<file path="src/rtl/vga_pkg.sv">
// vga_pkg: shared types and timing constants for the VGA tile scheduler.
//   dir_t          - Pac-Man direction encoding (UP=0, RIGHT=1, DOWN=2, LEFT=3)
//   sched_state_t  - tile-RAM arbitration FSM states
//   timing         - 1280x480 active area inside a 1600x525 raster
//   in_write_window- decodes the blanking region in which tile writes may
//                    be issued to the shared RAM
package vga_pkg;

    typedef enum logic [1:0] {
        DIR_UP    = 2'd0,
        DIR_RIGHT = 2'd1,
        DIR_DOWN  = 2'd2,
        DIR_LEFT  = 2'd3
    } dir_t;

    typedef enum logic {
        ST_IDLE  = 1'b0,
        ST_ISSUE = 1'b1
    } sched_state_t;

    localparam int HACTIVE    = 1280;
    localparam int HTOTAL     = 1600;
    localparam int VACTIVE    = 480;
    localparam int VTOTAL     = 525;
    localparam int WIN_HSTART = 1288;
    localparam int WIN_HEND   = 1584;
    localparam int MAP_TILES  = 4800;
    localparam int RESET_X    = 340;
    localparam int RESET_Y    = 240;

    // The horizontal window stops 16 clocks before hcount wraps, so an
    // ISSUE entered from its last cycle still finishes before active video.
    // The vertical window excludes the last line for the same reason.
    function automatic logic in_write_window(input logic [10:0] h, input logic [9:0] v);
        return ((h >= 11'(WIN_HSTART)) && (h < 11'(WIN_HEND))) ||
               ((v >= 10'(VACTIVE)) && (v < 10'(VTOTAL - 1)));
    endfunction

endpackage

</file>
<file path="src/rtl/tile_write_fifo.sv">
// tile_write_fifo: synchronous FIFO buffering software tile writes until a
// blanking window lets them reach the tile RAM.
//   clk, reset - clock, synchronous active-high reset (pointers only)
//   push_i     - write wdata_i (ignored when full)
//   pop_i      - discard head entry (ignored when empty)
//   wdata_i    - entry to store
//   rdata_o    - current head entry (combinational read)
//   full_o     - no free slot
//   empty_o    - no stored entry
module tile_write_fifo #(
    parameter int DEPTH = 4,
    parameter int WIDTH = 25
) (
    input  logic             clk,
    input  logic             reset,
    input  logic             push_i,
    input  logic             pop_i,
    input  logic [WIDTH-1:0] wdata_i,
    output logic [WIDTH-1:0] rdata_o,
    output logic             full_o,
    output logic             empty_o
);
    localparam int AW = $clog2(DEPTH);

    // One extra pointer bit tells a full FIFO from an empty one.
    logic [AW:0]      wr_ptr_q, wr_ptr_d;
    logic [AW:0]      rd_ptr_q, rd_ptr_d;
    logic [WIDTH-1:0] mem_q [DEPTH];
    logic             do_push, do_pop;

    assign empty_o = (wr_ptr_q == rd_ptr_q);
    assign full_o  = (wr_ptr_q[AW] != rd_ptr_q[AW]) &&
                     (wr_ptr_q[AW-1:0] == rd_ptr_q[AW-1:0]);
    assign do_push = push_i && !full_o;
    assign do_pop  = pop_i && !empty_o;
    assign rdata_o = mem_q[rd_ptr_q[AW-1:0]];

    always_comb begin
        wr_ptr_d = wr_ptr_q + (AW+1)'(do_push);
        rd_ptr_d = rd_ptr_q + (AW+1)'(do_pop);
    end

    always_ff @(posedge clk) begin
        if (reset) begin
            wr_ptr_q <= '0;
            rd_ptr_q <= '0;
        end else begin
            wr_ptr_q <= wr_ptr_d;
            rd_ptr_q <= rd_ptr_d;
        end
    end

    // Storage carries no reset; entries are only visible between pointers.
    always_ff @(posedge clk) begin
        if (do_push) begin
            mem_q[wr_ptr_q[AW-1:0]] <= wdata_i;
        end
    end

endmodule

</file>
<file path="src/rtl/vga_tile_scheduler.sv">
// vga_tile_scheduler: arbitrates the single-port tile RAM between display
// reads and buffered software writes, and commits Pac-Man sprite state once
// per frame at vertical-blank start.
//   clk, reset            - clock, synchronous active-high reset
//   chipselect, write,
//   address, writedata    - Avalon slave write port
//   waitrequest           - stalls a FIFO push while the buffer is full
//   hcount, vcount        - raster position from vga_counters
//   rd_addr               - display-path tile address
//   ram_addr, ram_we,
//   ram_wdata             - tile RAM port (combinational)
//   pacman_x/y/dir        - committed sprite state
//   frame_tick            - one-cycle pulse following each commit
module vga_tile_scheduler
    import vga_pkg::*;
#(
    parameter int FIFO_DEPTH  = 4,
    parameter int TILE_ADDR_W = 13,
    parameter int TILE_DATA_W = 12,
    parameter int MAP_TILES   = vga_pkg::MAP_TILES
) (
    input  logic                   clk,
    input  logic                   reset,
    input  logic                   chipselect,
    input  logic                   write,
    input  logic [2:0]             address,
    input  logic [15:0]            writedata,
    output logic                   waitrequest,
    input  logic [10:0]            hcount,
    input  logic [9:0]             vcount,
    input  logic [TILE_ADDR_W-1:0] rd_addr,
    output logic [TILE_ADDR_W-1:0] ram_addr,
    output logic                   ram_we,
    output logic [TILE_DATA_W-1:0] ram_wdata,
    output logic [9:0]             pacman_x,
    output logic [9:0]             pacman_y,
    output logic [1:0]             pacman_dir,
    output logic                   frame_tick
);
    localparam int ENTRY_W = TILE_ADDR_W + TILE_DATA_W;
    localparam logic [TILE_ADDR_W-1:0] ADDR_LIMIT = TILE_ADDR_W'(MAP_TILES);

    sched_state_t           state_q, state_d;
    logic [9:0]             shadow_x_q, shadow_x_d, shadow_y_q, shadow_y_d;
    dir_t                   shadow_dir_q, shadow_dir_d;
    logic [TILE_ADDR_W-1:0] staged_addr_q, staged_addr_d;
    logic [9:0]             pacman_x_q, pacman_y_q;
    dir_t                   pacman_dir_q;
    logic                   frame_tick_q;

    logic                   wr_fire, fifo_push, fifo_pop, fifo_full, fifo_empty;
    logic [ENTRY_W-1:0]     fifo_head;
    logic                   win, commit;
    logic                   unused_wdata;

    assign unused_wdata = ^writedata[15:TILE_ADDR_W];

    assign waitrequest = chipselect && write && (address == 3'd4) && fifo_full;
    assign wr_fire     = chipselect && write && !waitrequest;
    // Out-of-range addresses are dropped here rather than stalled.
    assign fifo_push   = wr_fire && (address == 3'd4) && (staged_addr_q < ADDR_LIMIT);
    assign win         = in_write_window(hcount, vcount);
    assign commit      = (hcount == 11'd0) && (vcount == 10'(VACTIVE));

    tile_write_fifo #(
        .DEPTH (FIFO_DEPTH),
        .WIDTH (ENTRY_W)
    ) u_fifo (
        .clk     (clk),
        .reset   (reset),
        .push_i  (fifo_push),
        .pop_i   (fifo_pop),
        .wdata_i ({staged_addr_q, writedata[TILE_DATA_W-1:0]}),
        .rdata_o (fifo_head),
        .full_o  (fifo_full),
        .empty_o (fifo_empty)
    );

    always_comb begin
        shadow_x_d    = shadow_x_q;
        shadow_y_d    = shadow_y_q;
        shadow_dir_d  = shadow_dir_q;
        staged_addr_d = staged_addr_q;
        if (wr_fire) begin
            case (address)
                3'd0:    shadow_x_d    = writedata[9:0];
                3'd1:    shadow_y_d    = writedata[9:0];
                3'd2:    shadow_dir_d  = dir_t'(writedata[1:0]);
                3'd3:    staged_addr_d = writedata[TILE_ADDR_W-1:0];
                default: ;
            endcase
        end
    end

    // FSM: state register
    always_ff @(posedge clk) begin
        if (reset) begin
            state_q <= ST_IDLE;
        end else begin
            state_q <= state_d;
        end
    end

    // FSM: next state. ISSUE always lasts one cycle, so at most one RAM
    // write every two cycles.
    always_comb begin
        state_d = ST_IDLE;
        if (state_q == ST_IDLE && win && !fifo_empty) begin
            state_d = ST_ISSUE;
        end
    end

    // FSM: outputs. The head is presented even when idle; ram_we gates it.
    always_comb begin
        ram_addr  = rd_addr;
        ram_wdata = fifo_head[TILE_DATA_W-1:0];
        ram_we    = 1'b0;
        fifo_pop  = 1'b0;
        if (state_q == ST_ISSUE) begin
            ram_addr = fifo_head[ENTRY_W-1:TILE_DATA_W];
            ram_we   = 1'b1;
            fifo_pop = 1'b1;
        end
    end

    // Shadow registers and frame commit. A shadow write landing on the
    // commit cycle is seen by the next commit, since the committed copy
    // samples the pre-write shadow value.
    always_ff @(posedge clk) begin
        if (reset) begin
            shadow_x_q    <= 10'(RESET_X);
            shadow_y_q    <= 10'(RESET_Y);
            shadow_dir_q  <= DIR_RIGHT;
            staged_addr_q <= '0;
            pacman_x_q    <= 10'(RESET_X);
            pacman_y_q    <= 10'(RESET_Y);
            pacman_dir_q  <= DIR_RIGHT;
            frame_tick_q  <= 1'b0;
        end else begin
            shadow_x_q    <= shadow_x_d;
            shadow_y_q    <= shadow_y_d;
            shadow_dir_q  <= shadow_dir_d;
            staged_addr_q <= staged_addr_d;
            frame_tick_q  <= commit;
            if (commit) begin
                pacman_x_q   <= shadow_x_q;
                pacman_y_q   <= shadow_y_q;
                pacman_dir_q <= shadow_dir_q;
            end
        end
    end

    assign pacman_x   = pacman_x_q;
    assign pacman_y   = pacman_y_q;
    assign pacman_dir = pacman_dir_q;
    assign frame_tick = frame_tick_q;

endmodule
</file>
<file path="config.mk">
export PLATFORM = sky130hd
export DESIGN_NAME = vga_tile_scheduler
export DESIGN_NICKNAME = d
export VERILOG_FILES = /design/src/rtl/vga_pkg.sv /design/src/rtl/tile_write_fifo.sv /design/src/rtl/vga_tile_scheduler.sv
export SDC_FILE = /design/constraint.sdc
export NUM_CORES = 1
export LEC_CHECK = 0
export ABC_AREA = 1
export BUFFER_PORTS_ARGS = -buffer_cell sky130_fd_sc_hd__buf_2
export CORE_MARGIN = 8
export CORE_UTILIZATION = 55
export DETAILED_ROUTE_END_ITERATION = 10
export GPL_TIMING_DRIVEN = 0
export MAX_ROUTING_LAYER = met4
export PLACE_DENSITY = 0.87
export SLEW_MARGIN = 20
export SYNTH_ARGS = -nofsm -noshare
export SYNTH_HDL_FRONTEND = slang
export SYNTH_HIERARCHICAL = 1
export SYNTH_SLANG_ARGS = --single-unit
</file>
<file path="constraint.sdc">
create_clock -name clk -period 7.1 [get_ports clk]
set_clock_uncertainty 0.1 [all_clocks]
set_input_delay 1.42 -clock clk [delete_from_list [all_inputs] [get_ports clk]]
set_output_delay 1.42 -clock clk [all_outputs]
set_load 0.03 [all_outputs]
</file>
==> results of run 1 <==
[cells in the final DEF (no fill, tap or decap), types with 2 or more instances in the layout]
cell type and instances:
a21oi_1 29, buf_2 120, bufinv_16 2, clkbuf_1 11, clkbuf_16 17, clkbuf_2 3, clkinv_2 2, clkinv_4 2
dfxtp_1 65, edfxtp_1 100, ha_1 4, inv_1 77, inv_2 2, inv_6 5, inv_8 2, nand2_1 105
nand2_2 16, nand3_1 21, nand4_1 26, nor2_1 90, nor2_2 3, nor2_4 5, o21ai_0 68, o21ai_1 9
o22ai_1 25, xnor2_1 3
[area by class of cell]
cell class                      count  area (µm²)  area share
Inverter                           79         297      0.0366
Sequential cell                   165        4300       0.531
Multi-Input combinational cell    411        2010       0.248
Tap cell                          147         184      0.0227
Clock buffer                       17         425      0.0525
Clock inverter                     15         166      0.0205
Buffer                             33         156      0.0193
Timing Repair Buffer              105         558      0.0689
[metal layers]
metal,share of wire,GRT usage,up-vias
met4,0.026,0.0868,0
met3,0.081,0.0628,45
met2,0.48,0.347,262
met5,0,-,-
li1,-,-,2573
met1,0.41,0.242,2407
[how the worst min path moves through the flow]
stage / to / cells after the start / slack, ps / startpoint
global placement: pacman_y[5] / 2 / 330 / pacman_y[5]
CTS: pacman_y[4] / 2 / 360 / pacman_y[4]
finish: pacman_y[4] / 2 / 360 / pacman_y[4]
global route: shadow_x_q[3] / 2 / 380 / shadow_x_q[3]
floorplan: shadow_dir_q[1] / 2 / 330 / shadow_dir_q[1]
detailed placement: pacman_y[4] / 2 / 340 / pacman_y[4]
[power groups by stage]
stage          clock, mW  sequential, mW  combinational (mW)
3_3_place_gp           0            1.04              0.0744
2_1_floorplan          0            1.04              0.0394
6_report           0.915            1.02              0.0785
3_5_place_dp           0            1.04              0.0769
4_1_cts            0.921            1.02              0.0778
5_1_grt            0.965            1.02              0.0859
[cell usage after synthesis, types with 2 or more instances]
cell      instances
inv_1            77
clkbuf_1         11
o22ai_1          25
a21oi_1          29
inv_2             2
edfxtp_1        100
nand2_1         105
o21ai_0          68
nand3_1          21
xnor2_1           3
buf_2            17
nor2_2            3
nand2_2          16
ha_1              4
dfxtp_1          65
nand4_1          26
o21ai_1           9
nor2_1           94
clkbuf_2          3
[state kept, by name, indices dropped and copies added, names as in the netlist, 3 cells and up]
| signal | count |
|---|---|
| pacman_y | 10 |
| u_fifo/rd_ptr_q | 3 |
| shadow_y_q | 10 |
| pacman_x | 10 |
| u_fifo/mem_q | 100 |
| shadow_x_q | 10 |
| u_fifo/wr_ptr_q | 3 |
| staged_addr_q | 13 |
[critical path: stages]
cell and delay [ps]:
buf_2 120, nor3_1 300, nand2_1 90, nor2_1 140
buf_2 220
[cell families (layout without fill, tap and decap cells)]
group | after synthesis | in the layout
DFF | 165 | 165
buffers and inverters | 112 | 249
and+or+nand+nor | 271 | 271
AOI/OAI and AO/OA | 133 | 133
xor gates and xnor gates | 3 | 3
adders and majority gates | 4 | 4
==> metrics, run 1 <==
Post-CTS Resized=0; die area=16,100 µm²; Int Pwr=1.57 mW; Fillers=876; WHS=355 ps; Worst-path clk slew=70 ps; minimum clock period=3810 ps; Peak Freq=263 MHz; synth warn=6; Root Buffer=clkbuf_16; global-route wire length before repair=25,900 µm; layout cells sized above 1=0.227; die width=127 µm; vias per cell=5.44; hold buffers post-CTS=0; xor/xnor share of the synthesized area=0.00390; area leader, netlist=edfxtp_1; top-area cell type share of the netlist area=0.446; Layout Area Growth over Synthesis=20.2%; worst hold path type=flop to flop; register area share after synthesis=0.639; # rows=40; largest net degree at the start of global routing=26; Gate power share=0.039; DR DRC count=0; Final Wtd Congestion=0.849; Worst setup EP type=output pin; CP Launch Type=input pin; ys async rst share=0; period utilization=0.536; Synth Register Bits=165; Worst EP arrival=2290 ps; cell total after placement=940; Critical path origin=address[1]; Crit path required time=5580 ps; worst relative slew slack=0.438; I/O Buffers=103; Finished Cell Area=8100 µm²; Slew Viols, Final=0; fin nets=873; initial core utilization=0.561; outcome=finished, final reports clean; critical path class=input pin to output pin; Post-DP HPWL=11,200 µm; Net Sw Frac=0.221; P_leak=3.33 nW; Hold Vio Cnt, Final=0; DRT iter0 DRCs=457; Clk pwr share=0.454; vias in the first global route=5,336; Die Ht=127 µm; cts bufs inserted=17; Synth Area in Adders=0.00743; unique cell type count in the Yosys netlist=29; number of H-tree levels=4; Skew-Pair Late Insertion Delay=420 ps; max_cap viols=0; peak supply drop=0.169 mV; final cell count without fillers=972; ANT nets after route=0; Placement Setup Slack=3320 ps; largest family of logic cells by synthesized area=simple AND/OR/NAND/NOR gates; Placed Area=7510 µm²; mux cell area share after synthesis=0; top cells by area, synth=edfxtp_1 45%, dfxtp_1 19%, nand2_1 5.8%; First-pass DRT Iterations=5; syn_area_per_cell=9.80 µm²; Reg2Reg Depth=10; io pins=107; vias=5,287; fin util=0.675; core area=12,000 µm²; initial antenna violation count=0; Max Fanout on Critical Path=4; ys flop type=edfxtp_1; post-synthesis instance area=6740 µm²; TritonCTS clock tree=yes; R2R Setup Slk=4290 ps; Synthesized Nets=749; drt wl/cell=16.7 µm; Synth Instances=688; Worst Max-Slew Pin Slew=841 ps; Worst setup endpoint=waitrequest; Switch Pwr=0.445 mW; reg2reg end=u_fifo/mem_q[1][21]; total clock sinks=165; Final Total Pwr=2.01 mW; post-synthesis compound-gate area fraction=0.104; number of synthesized flops with an enable pin=100; # diodes=0; sequential power share=0.507; total grt overflow=0; Reg-to-Reg Start=u_fifo/rd_ptr_q[1]; setup TNS=0 ps; PD cells=249 nW/µm²; RSZ-0062 raised after global routing=false; Total Wirelength=16,300 µm; Worst Slack Setup Final=3290 ps; Finish-stage setup viols=0; Synth Area in Simple Gates=0.179; clock buffer depth=2; Post-CTS Repair Setup Buffers=0; GRT Resource Usage Total=0.213
Power figures use the tool's default switching activity.
==> inputs of run 2 (changes only) <==
--- a/config.mk
+++ b/config.mk
@@ -8,11 +8,11 @@
 export ABC_AREA = 1
 export BUFFER_PORTS_ARGS = -buffer_cell sky130_fd_sc_hd__buf_2
 export CORE_MARGIN = 8
-export CORE_UTILIZATION = 55
+export CORE_UTILIZATION = 51
 export DETAILED_ROUTE_END_ITERATION = 10
 export GPL_TIMING_DRIVEN = 0
 export MAX_ROUTING_LAYER = met4
-export PLACE_DENSITY = 0.87
+export PLACE_DENSITY = 0.85
 export SLEW_MARGIN = 20
 export SYNTH_ARGS = -nofsm -noshare
 export SYNTH_HDL_FRONTEND = slang
==> constraint.sdc (replaced) <==
create_clock -name clk -period 3.5 [get_ports clk]
set_clock_uncertainty 0.1 [all_clocks]
set_input_delay 0.7 -clock clk [delete_from_list [all_inputs] [get_ports clk]]
set_output_delay 0.7 -clock clk [all_outputs]
set_load 0.03 [all_outputs]
==> run 2 against run 1 <==
Against the previous run:
- clock power is 100% higher
- count of clock-buffer cells in the layout rose by 2
- combinational power increased by 99%
- non-clock buffer count increased by 1
- critical path depth unchanged
- worst hold slack better by 1.4 ps
- sequential power rose by 100%
- worst setup slack worse by 2600 ps
- core utilization down 5.0 points
- wire length grew 3.7%
- via count rose by 1.1%
- cell count rose by 3.2%
- largest cell class unchanged
- highest routed layer unchanged
==> metrics, run 2 (same netlist as run 1, synthesis figures left out) <==
Crit path required time=2700 ps (-2880 ps); Worst Max-Slew Pin Slew=830 ps (-11.8 ps); DR DRC count=0 (unchanged); Final Wtd Congestion=0.800 (-5.8%); io pins=107 (unchanged); critical path class=flop to output pin; Reg-to-Reg Start=u_fifo/rd_ptr_q[1]; Root Buffer=clkbuf_16; initial core utilization=0.515 (-0.0460); drt wl/cell=16.8 µm (+0.52%); First-pass DRT Iterations=5 (unchanged); Placement Setup Slack=775 ps (-2540 ps); worst hold start=pacman_y[5]; Total Wirelength=16,900 µm (+3.7%); ANT nets after route=0 (unchanged); initial antenna violation count=1 (+1); total clock sinks=165 (unchanged); worst relative slew slack=0.446 (+0.00791); cell total after placement=970 (+3.2%); Worst-path clk slew=60 ps (about the same); period utilization=0.811; cts bufs inserted=17 (unchanged); R2R Setup Slk=710 ps (-3580 ps); GRT Resource Usage Total=0.210 (-0.00241); worst hold path type=flop to flop; Fillers=1,004 (+15%); hold buffers post-CTS=0 (unchanged); I/O Buffers=103 (unchanged); Worst setup EP type=output pin; Reg2Reg Depth=10 (unchanged); Hold Vio Cnt, Final=0 (unchanged); # rows=42 (+5.0%); hold endpoint=pacman_y[5]; Post-DP HPWL=11,300 µm (+1.6%); TritonCTS clock tree=yes; Finish-stage setup viols=0 (unchanged); total grt overflow=0 (unchanged); Layout Area Growth over Synthesis=21.3%; Largest register FFs=100 (unchanged); max_cap viols=0 (unchanged); Worst Slack Setup Final=661 ps (-2630 ps); P_leak=3.35 nW (+0.38%); setup TNS=0 ps (unchanged); most common cell after layout, fill and taps aside=buf_2; Worst EP arrival=2040 ps (-250 ps); final cell count without fillers=1,003 (+3.2%); Skew-Pair Late Insertion Delay=430 ps (about the same); Critical path origin=u_fifo/rd_ptr_q[1]; outcome=finished, final reports clean; commonest non-fill, non-tap cells in the layout=120 x buf_2, 105 x nand2_1, 100 x edfxtp_1; Max Fanout on Critical Path=10 (+6); largest net degree at the start of global routing=26 (unchanged); peak supply drop=0.273 mV (+62%); vias per cell=5.33 (-2.0%); minimum clock period=2840 ps; reg2reg end=u_fifo/mem_q[2][18]; PD cells=497 nW/µm² (+100%); Finished Cell Area=8170 µm² (+0.86%); die width=131 µm (+3.4%); number of H-tree levels=4 (unchanged); Post-CTS Repair Setup Buffers=0 (unchanged); fin nets=874 (+0.11%); layout cells sized above 1=0.224 (-0.00270); global-route wire length before repair=26,700 µm (+3.1%); die area=17,200 µm² (+6.8%); WHS Path Cells=2 (unchanged); vias=5,346 (+1.1%); Peak Freq=352 MHz; Post-CTS Resized=0 (unchanged); vias in the first global route=5,347 (+0.21%); clock buffer depth=2 (unchanged); Die Ht=131 µm (+3.4%); RSZ-0062 raised after global routing=false; DRT iter0 DRCs=540 (+18%); CP Launch Type=flop; Slew Viols, Final=0 (unchanged); core area=13,100 µm² (+8.9%); Placed Area=7590 µm² (+1.0%)
[run 2: cell types whose count changed in the layout (fill, tap and decap cells not counted), moves of 2 or more]
cell and delta:
clkbuf_1 +2, buf_16 +2, inv_6 -2, clkinv_4 +3
[run 2: layout make-up]
| class | instances | area, µm² | area share |
|---|---|---|---|
| sequential | 165 | 4300 | 0.527 |
| inverter | 79 | 297 | 0.0363 |
| tap | 176 | 220 | 0.0269 |
| antenna | 1 | 2.50 | 0.000306 |
| buffer | 33 | 156 | 0.0191 |
| multi-input combinational | 411 | 2010 | 0.246 |
| clock inverter | 13 | 150 | 0.0184 |
| clock buffer | 19 | 433 | 0.0530 |
| timing repair buffer | 106 | 598 | 0.0732 |
[run 2: through the flow]
step	hold WS [ps]	utilization	total power [mW]
floorplan	330	-	2.19
global route	381	0.625	4.17
finish	357	0.625	4.06
CTS	360	0.624	4.07
detailed placement	342	0.580	2.27
global placement	338	0.571	2.26
[run 2: worst max-delay path, stage by stage, from the launching register on]
cell and delay, ps:
dfxtp_1 450, inv_2 240, clkbuf_2 270, o21ai_0 120, o22ai_1 260, buf_2 260
[run 2: worst max-delay path by stage]
stage | end | depth (start not counted)
2_1_floorplan | u_fifo/mem_q[0][0] | 6
3_3_place_gp | u_fifo/mem_q[3][6] | 6
3_5_place_dp | u_fifo/mem_q[2][7] | 10
4_1_cts | ram_addr[0] | 7
5_1_grt | ram_addr[2] | 6
6_report | ram_wdata[3] | 5
[run 2: report_power, final]
part | switching [mW] | total [mW] | internal, mW
clock | 0.773 | 1.84 | 1.06
sequential | 0.00859 | 2.07 | 2.06
combinational | 0.104 | 0.156 | 0.0526
total | 0.885 | 4.06 | 3.18
[run 2: metal layers]
layer / vias up / share of wire / track usage
met2: 234 / 0.50 / 0.356
li1: 2570 / - / -
met3: 35 / 0.078 / 0.0499
met5: - / 0 / -
met4: 0 / 0.022 / 0.0817
met1: 2507 / 0.40 / 0.237
==> inputs of run 3 (changes only) <==
--- a/config.mk
+++ b/config.mk
@@ -8,11 +8,11 @@
 export ABC_AREA = 1
 export BUFFER_PORTS_ARGS = -buffer_cell sky130_fd_sc_hd__buf_2
 export CORE_MARGIN = 8
-export CORE_UTILIZATION = 51
+export CORE_UTILIZATION = 55
 export DETAILED_ROUTE_END_ITERATION = 10
 export GPL_TIMING_DRIVEN = 0
 export MAX_ROUTING_LAYER = met4
-export PLACE_DENSITY = 0.85
+export PLACE_DENSITY = 0.87
 export SLEW_MARGIN = 20
 export SYNTH_ARGS = -nofsm -noshare
 export SYNTH_HDL_FRONTEND = slang
==> constraint.sdc (replaced) <==
create_clock -name clk -period 2.87 [get_ports clk]
set_clock_uncertainty 0.1 [all_clocks]
set_input_delay 0.574 -clock clk [delete_from_list [all_inputs] [get_ports clk]]
set_output_delay 0.574 -clock clk [all_outputs]
set_load 0.03 [all_outputs]
==> run 3 against run 2 <==
Against the previous run:
- sequential power rose by 22%
- combinational power rose by 24%
- via count fell by 1.2%
- power rose by 23%
- core utilization rose by 5.0 points
- highest routed layer unchanged
==> metrics, run 3 (same netlist as run 1, synthesis figures left out) <==
io pins=107 (unchanged); Hold Vio Cnt, Final=0 (unchanged); Worst EP arrival=2570 ps (+530 ps); DRT iter0 DRCs=408 (-24%); R2R Setup Slk=240 ps (-470 ps); Net Sw Frac=0.221 (+0.00332); most frequent cell on the critical path=inv_1; number of H-tree levels=4 (unchanged); Finish-stage setup viols=0 (unchanged); ANT nets after route=0 (unchanged); RSZ-0062 raised after global routing=false; Critical path origin=u_fifo/rd_ptr_q[0]; Root Buffer=clkbuf_16; Clk pwr share=0.454 (+0.002); met3 usage=0.0628 (+0.0129); total grt overflow=0 (unchanged); worst hold path type=input pin to flop; die area=16,100 µm² (-6.4%); CP Launch Type=flop; Crit path required time=2820 ps (+120 ps); Largest register FFs=100 (unchanged); Worst Slack Setup Final=244 ps (-416 ps); fin nets=873 (-0.11%); Skew-Pair Late Insertion Delay=420 ps (about the same); DR DRC count=0 (unchanged); Layout Area Growth over Synthesis=20.3%; worst-path cell with the longest stage delay=nor2_4; Post-CTS Repair Setup Buffers=0 (unchanged); Worst Max-Slew Pin Slew=854 ps (+24.7 ps); hold endpoint=u_fifo/mem_q[0][10]; cts bufs inserted=17 (unchanged); peak supply drop=0.420 mV (+54%); Reg2Reg Depth=9 (-1); drt wl/cell=16.8 µm (-0.34%); hold buffers post-CTS=0 (unchanged); Post-DP HPWL=11,200 µm (-1.6%); core area=12,000 µm² (-8.2%); max_cap viols=0 (unchanged); layout cells sized above 1=0.228 (+0.00391); Worst-path clk slew=70 ps (about the same); most common cell after layout, fill and taps aside=buf_2; GRT Resource Usage Total=0.213 (+0.00241); Switch Pwr=1.10 mW (+25%); Placement Setup Slack=117 ps (-658 ps); Peak Freq=381 MHz; WHS Path Cells=1 (-1); crit-path max cell delay=700 ps (+250 ps); clock buffer depth=2 (unchanged); Die Ht=127 µm (-3.3%); P_leak=3.33 nW (-0.36%); crit-path cells=buf_2, xnor2_1, nand3_2, inv_1, inv_1, nand3_1, a21oi_1, nand2_2, nor2_4; initial antenna violation count=0 (-1); total clock sinks=165 (unchanged); met1 usage=0.242 (+0.00528); die width=127 µm (-3.3%); CP top delay family=simple AND/OR/NAND/NOR gates; sequential power share=0.507 (-0.003); worst path bufs/invs=3 (unchanged); global-route wire length before repair=25,900 µm (-3.0%); critical path class=flop to flop; PD cells=615 nW/µm² (+24%); M2 GR Usage=0.347 (-0.00869); minimum clock period=2630 ps; largest net degree at the start of global routing=26 (unchanged); GR peak layer=met2; Gate power share=0.039 (about the same); # diodes=0 (-1); commonest non-fill, non-tap cells in the layout=120 x buf_2, 105 x nand2_1, 100 x edfxtp_1; final cell count without fillers=972 (-3.1%); First-pass DRT Iterations=5 (unchanged); Final Wtd Congestion=0.849 (+6.1%); number of cells on the critical path=9 (+4); Worst setup EP type=flop; Slew Viols, Final=0 (unchanged); vias in the first global route=5,336 (-0.21%); Max Fanout on Critical Path=25 (+15); TritonCTS clock tree=yes; I/O Buffers=103 (unchanged); initial core utilization=0.561 (+0.0460); vias per cell=5.43 (+2.0%); # rows=40 (-4.8%); outcome=finished, final reports clean; worst relative slew slack=0.429 (-0.0165); reg2reg end=u_fifo/mem_q[1][21]; worst hold start=writedata[10]; Total Wirelength=16,300 µm (-3.4%); period utilization=0.915; cell total after placement=940 (-3.1%); vias=5,282 (-1.2%); Int Pwr=3.88 mW (+22%); Fillers=875 (-13%); Reg-to-Reg Start=u_fifo/rd_ptr_q[0]
[run 3: worst max-delay path by stage]
stage / end / slack [ps]
final: u_fifo/mem_q[1][21] / 240
after global routing: u_fifo/mem_q[1][21] / 90
after CTS: u_fifo/mem_q[1][21] / 60
after detailed placement: u_fifo/mem_q[1][5] / 120
after global placement: u_fifo/mem_q[0][0] / -810
after floorplan: u_fifo/mem_q[0][0] / 160
[run 3: routing by layer]
metal	share of wire	vias to the layer above	wire length (µm)
li1	-	2572	-
met1	0.41	2417	6740
met2	0.48	250	7870
met3	0.077	43	1250
met4	0.026	0	416
met5	0	-	0
[run 3: repair_timing]
| action | CTS | global route |
|---|---|---|
| hold endpoints to repair | 0 | 0 |
| resized for setup | 0 | 1 |
| setup endpoints to repair | 0 | 50 |
[run 3: power groups by stage]
stage                     clock (mW)  combinational, mW  sequential, mW
after floorplan                    0             0.0975            2.57
after global placement             0              0.184            2.58
after detailed placement           0              0.190            2.58
after CTS                       2.28              0.192            2.53
after global routing            2.39              0.213            2.53
final                           2.26              0.194            2.53
[run 3: metrics by stage]
step / total power [mW] / area (µm²) / util / hold slack [ps] / setup TNS (ps)
final: 4.98 / 8110 / 0.675 / 301 / 0
after floorplan: 2.67 / 6740 / - / 330 / 0
after global placement: 2.76 / 7440 / 0.619 / 335 / -78100
after detailed placement: 2.77 / 7510 / 0.625 / 340 / 0
after CTS: 5.00 / 8100 / 0.675 / 277 / 0
after global routing: 5.13 / 8110 / 0.675 / 272 / 0
[run 3: layout make-up]
class / count / area [µm²] / share of cell area
Inverter: 79 / 297 / 0.0366
Tap cell: 147 / 184 / 0.0227
Clock inverter: 15 / 166 / 0.0205
Clock buffer: 17 / 425 / 0.0525
Multi-Input combinational cell: 411 / 2010 / 0.248
Timing Repair Buffer: 105 / 558 / 0.0688
Buffer: 33 / 156 / 0.0193
Sequential cell: 165 / 4310 / 0.531
[run 3: worst reg2reg max path: stages (launching register included)]
cell	delay (ps)
dfxtp_1	330
buf_2	220
xnor2_1	160
nand3_2	100
inv_1	50
inv_1	90
nand3_1	110
a21oi_1	200
nand2_2	190
nor2_4	700
